==> config.mk <==
export PLATFORM = sky130hd
export DESIGN_NAME = pc_unit_flat
export DESIGN_NICKNAME = d
export VERILOG_FILES = /design/src/rtl/pc_unit_if.sv /design/src/rtl/pc_unit.sv /design/src/flat_wrapper.sv
export SDC_FILE = /design/constraint.sdc
export NUM_CORES = 1
export LEC_CHECK = 0
export CAP_MARGIN = 20
export CORE_MARGIN = 2
export CORE_UTILIZATION = 25
export CTS_CLUSTER_SIZE = 16
export DETAILED_ROUTE_END_ITERATION = 10
export PLACE_DENSITY_LB_ADDON = 0.05
export SLEW_MARGIN = 20
export SYNTH_ARGS = -nofsm -noshare
export SYNTH_HDL_FRONTEND = slang
export SYNTH_SLANG_ARGS = --single-unit
==> constraint.sdc <==
create_clock -name clk -period 2.4 [get_ports clk]
set_clock_uncertainty 0.1 [all_clocks]
set_input_delay 0.48 -clock clk [delete_from_list [all_inputs] [get_ports clk]]
set_output_delay 0.48 -clock clk [all_outputs]
set_load 0.05 [all_outputs]
==> src/rtl/pc_unit_if.sv <==
// rtl/pc_unit_if.sv - control/fetch bus between decode logic and the program-counter unit
interface pc_unit_if #(
    parameter int ADDR_W    = 5,
    parameter int RAS_DEPTH = 4
);
    localparam int CNT_W = $clog2(RAS_DEPTH) + 1;

    logic              stall;
    logic              branch_en;
    logic [ADDR_W-1:0] branch_off;
    logic              jump_en;
    logic              call_en;
    logic              ret_en;
    logic [ADDR_W-1:0] jump_addr;
    logic [ADDR_W-1:0] addr;
    logic [ADDR_W-1:0] next_addr;
    logic [CNT_W-1:0]  ras_count;
    logic              ras_overflow;
    logic              ras_underflow;

    // decode/control side: issues requests, observes the fetch address
    modport master (
        output stall, branch_en, branch_off, jump_en, call_en, ret_en, jump_addr,
        input  addr, next_addr, ras_count, ras_overflow, ras_underflow
    );

    // program-counter side
    modport slave (
        input  stall, branch_en, branch_off, jump_en, call_en, ret_en, jump_addr,
        output addr, next_addr, ras_count, ras_overflow, ras_underflow
    );
endinterface

==> src/rtl/pc_unit.sv <==
// rtl/pc_unit.sv - program counter with branch/jump/call/return and circular return-address stack
module pc_unit #(
    parameter int ADDR_W     = 5,
    parameter int RESET_ADDR = 0,
    parameter int STEP       = 1,
    parameter int RAS_DEPTH  = 4
) (
    input logic     clk,
    input logic     rst_n,
    pc_unit_if.slave bus
);
    localparam int CNT_W = $clog2(RAS_DEPTH) + 1;
    // a single-entry stack still needs a 1-bit pointer; it simply never moves
    localparam int PTR_W = (RAS_DEPTH > 1) ? $clog2(RAS_DEPTH) : 1;

    localparam logic [ADDR_W-1:0] STEP_V  = ADDR_W'(STEP);
    localparam logic [ADDR_W-1:0] RESET_V = ADDR_W'(RESET_ADDR);
    localparam logic [CNT_W-1:0]  FULL_V  = CNT_W'(RAS_DEPTH);

    logic [ADDR_W-1:0] r_addr;
    logic [ADDR_W-1:0] r_ras [RAS_DEPTH];
    logic [PTR_W-1:0]  r_ptr;      // next free slot; top of stack sits one below
    logic [CNT_W-1:0]  r_count;
    logic              r_overflow;
    logic              r_underflow;

    logic [ADDR_W-1:0] w_inc;
    logic [ADDR_W-1:0] w_next;
    logic [PTR_W-1:0]  w_ptr_inc;
    logic [PTR_W-1:0]  w_ptr_dec;
    logic              w_full;
    logic              w_push;
    logic              w_pop;
    logic              w_underflow;

    // modulo-2^ADDR_W arithmetic: the branch offset is already ADDR_W wide,
    // so a plain add is equivalent to adding its sign-extended value
    assign w_inc     = r_addr + STEP_V;
    assign w_ptr_inc = (RAS_DEPTH == 1) ? '0 : r_ptr + PTR_W'(1);
    assign w_ptr_dec = (RAS_DEPTH == 1) ? '0 : r_ptr - PTR_W'(1);
    assign w_full    = (r_count == FULL_V);

    // next-address selection in priority order: stall, ret, call, jump, branch, step
    always_comb begin
        w_next      = w_inc;
        w_push      = 1'b0;
        w_pop       = 1'b0;
        w_underflow = 1'b0;
        if (bus.stall) begin
            w_next = r_addr;
        end else if (bus.ret_en) begin
            if (r_count != '0) begin
                w_next = r_ras[w_ptr_dec];
                w_pop  = 1'b1;
            end else begin
                w_underflow = 1'b1;
            end
        end else if (bus.call_en) begin
            w_next = bus.jump_addr;
            w_push = 1'b1;
        end else if (bus.jump_en) begin
            w_next = bus.jump_addr;
        end else if (bus.branch_en) begin
            w_next = r_addr + bus.branch_off;
        end
    end

    // PC, stack pointer/count and the one-cycle error pulses
    always_ff @(posedge clk or negedge rst_n) begin
        if (!rst_n) begin
            r_addr      <= RESET_V;
            r_ptr       <= '0;
            r_count     <= '0;
            r_overflow  <= 1'b0;
            r_underflow <= 1'b0;
        end else begin
            r_addr      <= w_next;
            r_overflow  <= w_push && w_full;
            r_underflow <= w_underflow;
            if (w_push) begin
                r_ptr <= w_ptr_inc;
                if (!w_full) begin
                    r_count <= r_count + CNT_W'(1);
                end
            end else if (w_pop) begin
                r_ptr   <= w_ptr_dec;
                r_count <= r_count - CNT_W'(1);
            end
        end
    end

    // stack storage; when full the write slot is the oldest entry, so it is overwritten
    always_ff @(posedge clk) begin
        if (rst_n && w_push) begin
            r_ras[r_ptr] <= w_inc;
        end
    end

    assign bus.addr          = r_addr;
    assign bus.next_addr     = w_next;
    assign bus.ras_count     = r_count;
    assign bus.ras_overflow  = r_overflow;
    assign bus.ras_underflow = r_underflow;
endmodule

==> src/flat_wrapper.sv <==
// flat-port wrapper written by rule: the top's interface ports become plain ports
module pc_unit_flat 
#(
    parameter int ADDR_W     = 5,
    parameter int RESET_ADDR = 0,
    parameter int STEP       = 1,
    parameter int RAS_DEPTH  = 4
)
  (clk, rst_n, bus_stall, bus_branch_en, bus_branch_off, bus_jump_en, bus_call_en, bus_ret_en, bus_jump_addr, bus_addr, bus_next_addr, bus_ras_count, bus_ras_overflow, bus_ras_underflow);
  pc_unit_if #(.ADDR_W(ADDR_W), .RAS_DEPTH(RAS_DEPTH)) bus_i ();
  input logic clk;
  input logic rst_n;
  input wire logic [$bits(bus_i.stall)-1:0] bus_stall;
  input wire logic [$bits(bus_i.branch_en)-1:0] bus_branch_en;
  input wire logic [$bits(bus_i.branch_off)-1:0] bus_branch_off;
  input wire logic [$bits(bus_i.jump_en)-1:0] bus_jump_en;
  input wire logic [$bits(bus_i.call_en)-1:0] bus_call_en;
  input wire logic [$bits(bus_i.ret_en)-1:0] bus_ret_en;
  input wire logic [$bits(bus_i.jump_addr)-1:0] bus_jump_addr;
  output wire logic [$bits(bus_i.addr)-1:0] bus_addr;
  output wire logic [$bits(bus_i.next_addr)-1:0] bus_next_addr;
  output wire logic [$bits(bus_i.ras_count)-1:0] bus_ras_count;
  output wire logic [$bits(bus_i.ras_overflow)-1:0] bus_ras_overflow;
  output wire logic [$bits(bus_i.ras_underflow)-1:0] bus_ras_underflow;
  assign bus_i.stall = bus_stall;
  assign bus_i.branch_en = bus_branch_en;
  assign bus_i.branch_off = bus_branch_off;
  assign bus_i.jump_en = bus_jump_en;
  assign bus_i.call_en = bus_call_en;
  assign bus_i.ret_en = bus_ret_en;
  assign bus_i.jump_addr = bus_jump_addr;
  assign bus_addr = bus_i.addr;
  assign bus_next_addr = bus_i.next_addr;
  assign bus_ras_count = bus_i.ras_count;
  assign bus_ras_overflow = bus_i.ras_overflow;
  assign bus_ras_underflow = bus_i.ras_underflow;
  pc_unit #(.ADDR_W(ADDR_W), .RESET_ADDR(RESET_ADDR), .STEP(STEP), .RAS_DEPTH(RAS_DEPTH)) u_core (.clk(clk), .rst_n(rst_n), .bus(bus_i));
endmodule
==> impl_metrics.csv <==
group,metric,value,unit
run,max-cap-violations,0,
critical_path,crit_path_end_kind,"primary output",
timing,period_share,1.14,
timing,hold_viol,0,
clock_tree,htreeDepth,2,
clock_tree,cts.sinks,32,
routing,ant_nets,0,
placed_design,place_ws,-684,ps
final_layout,drive_above_1_share,0.415,
routing,drtIter0Drc,38,
placed_design,placed_cell_area,0.00246,mm²
clock_tree,clockBufferDepth,2,
routing,vias,1314,
floorplanning,floorplan.rows,30,
placed_design,io_buffers,31,
logic_synthesis,netlist_instances,136,
power,p_leak,1.08,nW
timing,slew_headroom,0.666,
critical_path,worstPathCellList,"clkdlybuf4s15_2, ha_4, inv_2, fa_2, xnor2_2, mux2i_1, a211o_1, a21oi_4, buf_12",
clock_tree,ctsHoldBuffers,0,
floorplanning,die_h,87.5,µm
global_routing,grt_max_degree,13,
power,vdd_ir_drop_max,0.325,mV
final_layout,postLayoutCellArea,0.00271,mm²
critical_path,cp_max_fo,2,
critical_path,crit_slowest_cell,"fa_2",
logic_synthesis,synth_area_per_cell,12.8,µm²
logic_synthesis,ys.warnings.count,0,
global_routing,antenna_found_initial,0,
timing,final_max_slew_viol_count,0,
global_routing,grt_usage,0.124,
critical_path,worst-path-buf-inv,3,
floorplanning,pin_count,32,
logic_synthesis,syn-cell-area,0.00174,mm²
clock_tree,numCtsBuffers,5,
final_layout,area_delta_synth_final,55.6,%
timing,min_period,2730,ps
routing,drc,0,
min_path,hp-class,"flop to flop",
critical_path,crit_type,"input port to primary output",
critical_path,startpoint_type,"input port",
final_layout,layout.cells.non_filler,285,
placed_design,gp_congestion,0.759,
placed_design,dpl.hpwl,3420,µm
clock_tree,cts_tree,"built",
status,status,"finished, violations left",
routing,via_per_inst,4.61,
routing,drt-total-wl,4410,µm
critical_path,cp.required,1820,ps
critical_path,cp_data_arrival_time,2150,ps
clock_tree,cts.clk_slew.worst_paths,70,ps
logic_synthesis,ys.flop_type,"edfxtp_1",
logic_synthesis,synth_nets,164,
timing,rsz0062_at_grt,"true",
power,p_per_area,1240,mW/mm²
logic_synthesis,ys_seq_area_frac,0.516,
logic_synthesis,synthArstFlopShare,0.375,
global_routing,overflow,0,
final_layout,layout.nets,232,
floorplanning,core,0.00676,mm²
floorplanning,die_area,0.00766,mm²
logic_synthesis,yosysUniqueCellTypes,36,
critical_path,slowest_delay,360,ps
timing,final.setup.worst_slack,-334,ps
logic_synthesis,ys_seq_elements,32,
floorplanning,start_util,0.258,
routing,firstDrtPassIters,4,
timing,setup_viol,5,
clock_tree,clk_latency,280,ps
final_layout,n_antenna_cell,0,
final_layout,fill_cells,637,
global_routing,grt_pass1_vias,1463,
critical_path,path_delay_family,"compound AO/OA/AOI/OAI gates",
clock_tree,cts_root_buf,"clkbuf_8",
routing,wl_per_cell,15.5,µm
timing,finalSetupTns,-1330,ps
status,violations,"negative setup slack",
timing,max_freq,0.366,GHz
timing,worst_pin_slew,499,ps
placed_design,dp.cells,271,
global_routing,grt_pass1_wl,7090,µm
floorplanning,dieWidth,87.5,µm
logic_synthesis,synth_edf_count,20,
-- state kept, by name, indices dropped and copies added, names as in the netlist --
name	flops
u_core.r_ras	20
u_core.r_ptr	2
u_core.bus.addr	5
u_core.bus.ras_overflow	1
u_core.bus.ras_count	3
u_core.bus.ras_underflow	1
-- cell type report --
type                    instances  area, µm²  area share
multi-input cells              90        950       0.350
flip-flops and latches         32        905       0.333
clock buffers                   5       68.8      0.0254
repair buffers                 66        619       0.228
inverters                       9       33.8      0.0124
well taps                      80        100      0.0369
clock inverters                 3       37.5      0.0138
-- worst reg2reg max path: cells and delay by family, from the launching register on --
kind / cells / cell delay, ps
AO/OA/AOI/OAI: 3 / 420
adder cells (fa/ha/maj): 1 / 570
buffers and inverters: 4 / 330
flip-flops: 1 / 350
multiplexers: 1 / 150
-- repair_timing --
| item | in CTS | in global routing |
|---|---|---|
| endpoints found under the hold margin | 0 | 0 |
| setup endpoints to repair | 5 | 5 |
| buffers inserted | 3 | 3 |
| resized for setup | 17 | 12 |
| pin swaps | 10 | 8 |
-- layer usage --
| metal | global-route usage | part of all wire |
|---|---|---|
| met1 | 0.153 | 0.45 |
| met2 | 0.212 | 0.50 |
| met3 | 0.0313 | 0.036 |
| met4 | 0.0392 | 0.012 |
| met5 | 0 | 0 |
-- logic make-up after synthesis --
group | after synthesis | share of synthesized area
AO/OA/AOI/OAI | 24 | 0.0997
buffers and inverters | 14 | 0.0351
XOR/XNOR | 12 | 0.0603
multiplexers | 9 | 0.0947
AND/OR/NAND/NOR | 34 | 0.106
adder cells (fa/ha/maj) | 11 | 0.0875
flip-flops | 32 | 0.517
-- cells in the final DEF, fill, tap and decap left out, types with 4 or more instances in the layout --
| master | n |
|---|---|
| a211oi_2 | 4 |
| and3_1 | 5 |
| buf_12 | 4 |
| buf_4 | 34 |
| clkbuf_8 | 5 |
| clkdlybuf4s50_1 | 23 |
| dfrtp_1 | 9 |
| edfxtp_1 | 20 |
| ha_1 | 5 |
| ha_4 | 4 |
| inv_1 | 6 |
| nand2_1 | 5 |
| nor2_1 | 11 |
| nor2b_1 | 4 |
| xnor2_1 | 6 |
-- cells in the mapped netlist, types with 3 or more instances --
master,n,area (µm²)
edfxtp_1,20,601
ha_1,9,113
inv_1,9,33.8
dfrtp_1,12,300
nor2_1,11,41.3
xnor2_1,8,70.1
a21oi_1,6,30.0
nor2b_1,4,25.0
a221oi_1,4,35.0
o21ai_0,4,20.0
xor2_1,4,35.0
mux4_1,3,78.8
and3_1,5,31.3
mux2i_1,3,30.0
clkbuf_1,3,11.3
nand2_1,5,18.8
-- power by group --
| group | internal (W) | switching, W |
|---|---|---|
| sequential | 0.000753 | 0.000107 |
| combinational | 0.000970 | 0.00103 |
| clock | 0.000302 | 0.000199 |
-- worst paths after layout --
kind | from | endpoint | slack, ps | cells past startpoint
max | bus_branch_off[0] | bus_next_addr[2] | -330 | 9
min in group asynchronous | rst_n | u_core.bus.addr[1] | 600 | 2
min reg2reg | u_core.bus.ras_count[2] | u_core.bus.ras_count[2] | 520 | 1
max reg2reg | u_core.bus.addr[1] | u_core.bus.addr[1] | 370 | 9
min | u_core.bus.ras_count[2] | u_core.bus.ras_count[2] | 520 | 1
max in group asynchronous | rst_n | u_core.bus.addr[2] | 1430 | 2
-- stage by stage --
| stage | total power, W | util | hold slack [ps] |
|---|---|---|---|
| final | 0.00336 | 0.402 | 518 |
| after global placement | 0.00264 | 0.364 | 496 |
| after floorplan | 0.00192 | - | 84.4 |
| after global routing | 0.00359 | 0.402 | 550 |
| after detailed placement | 0.00266 | 0.364 | 503 |
| after CTS | 0.00331 | 0.392 | 517 |
Power figures use the tool's default switching activity.
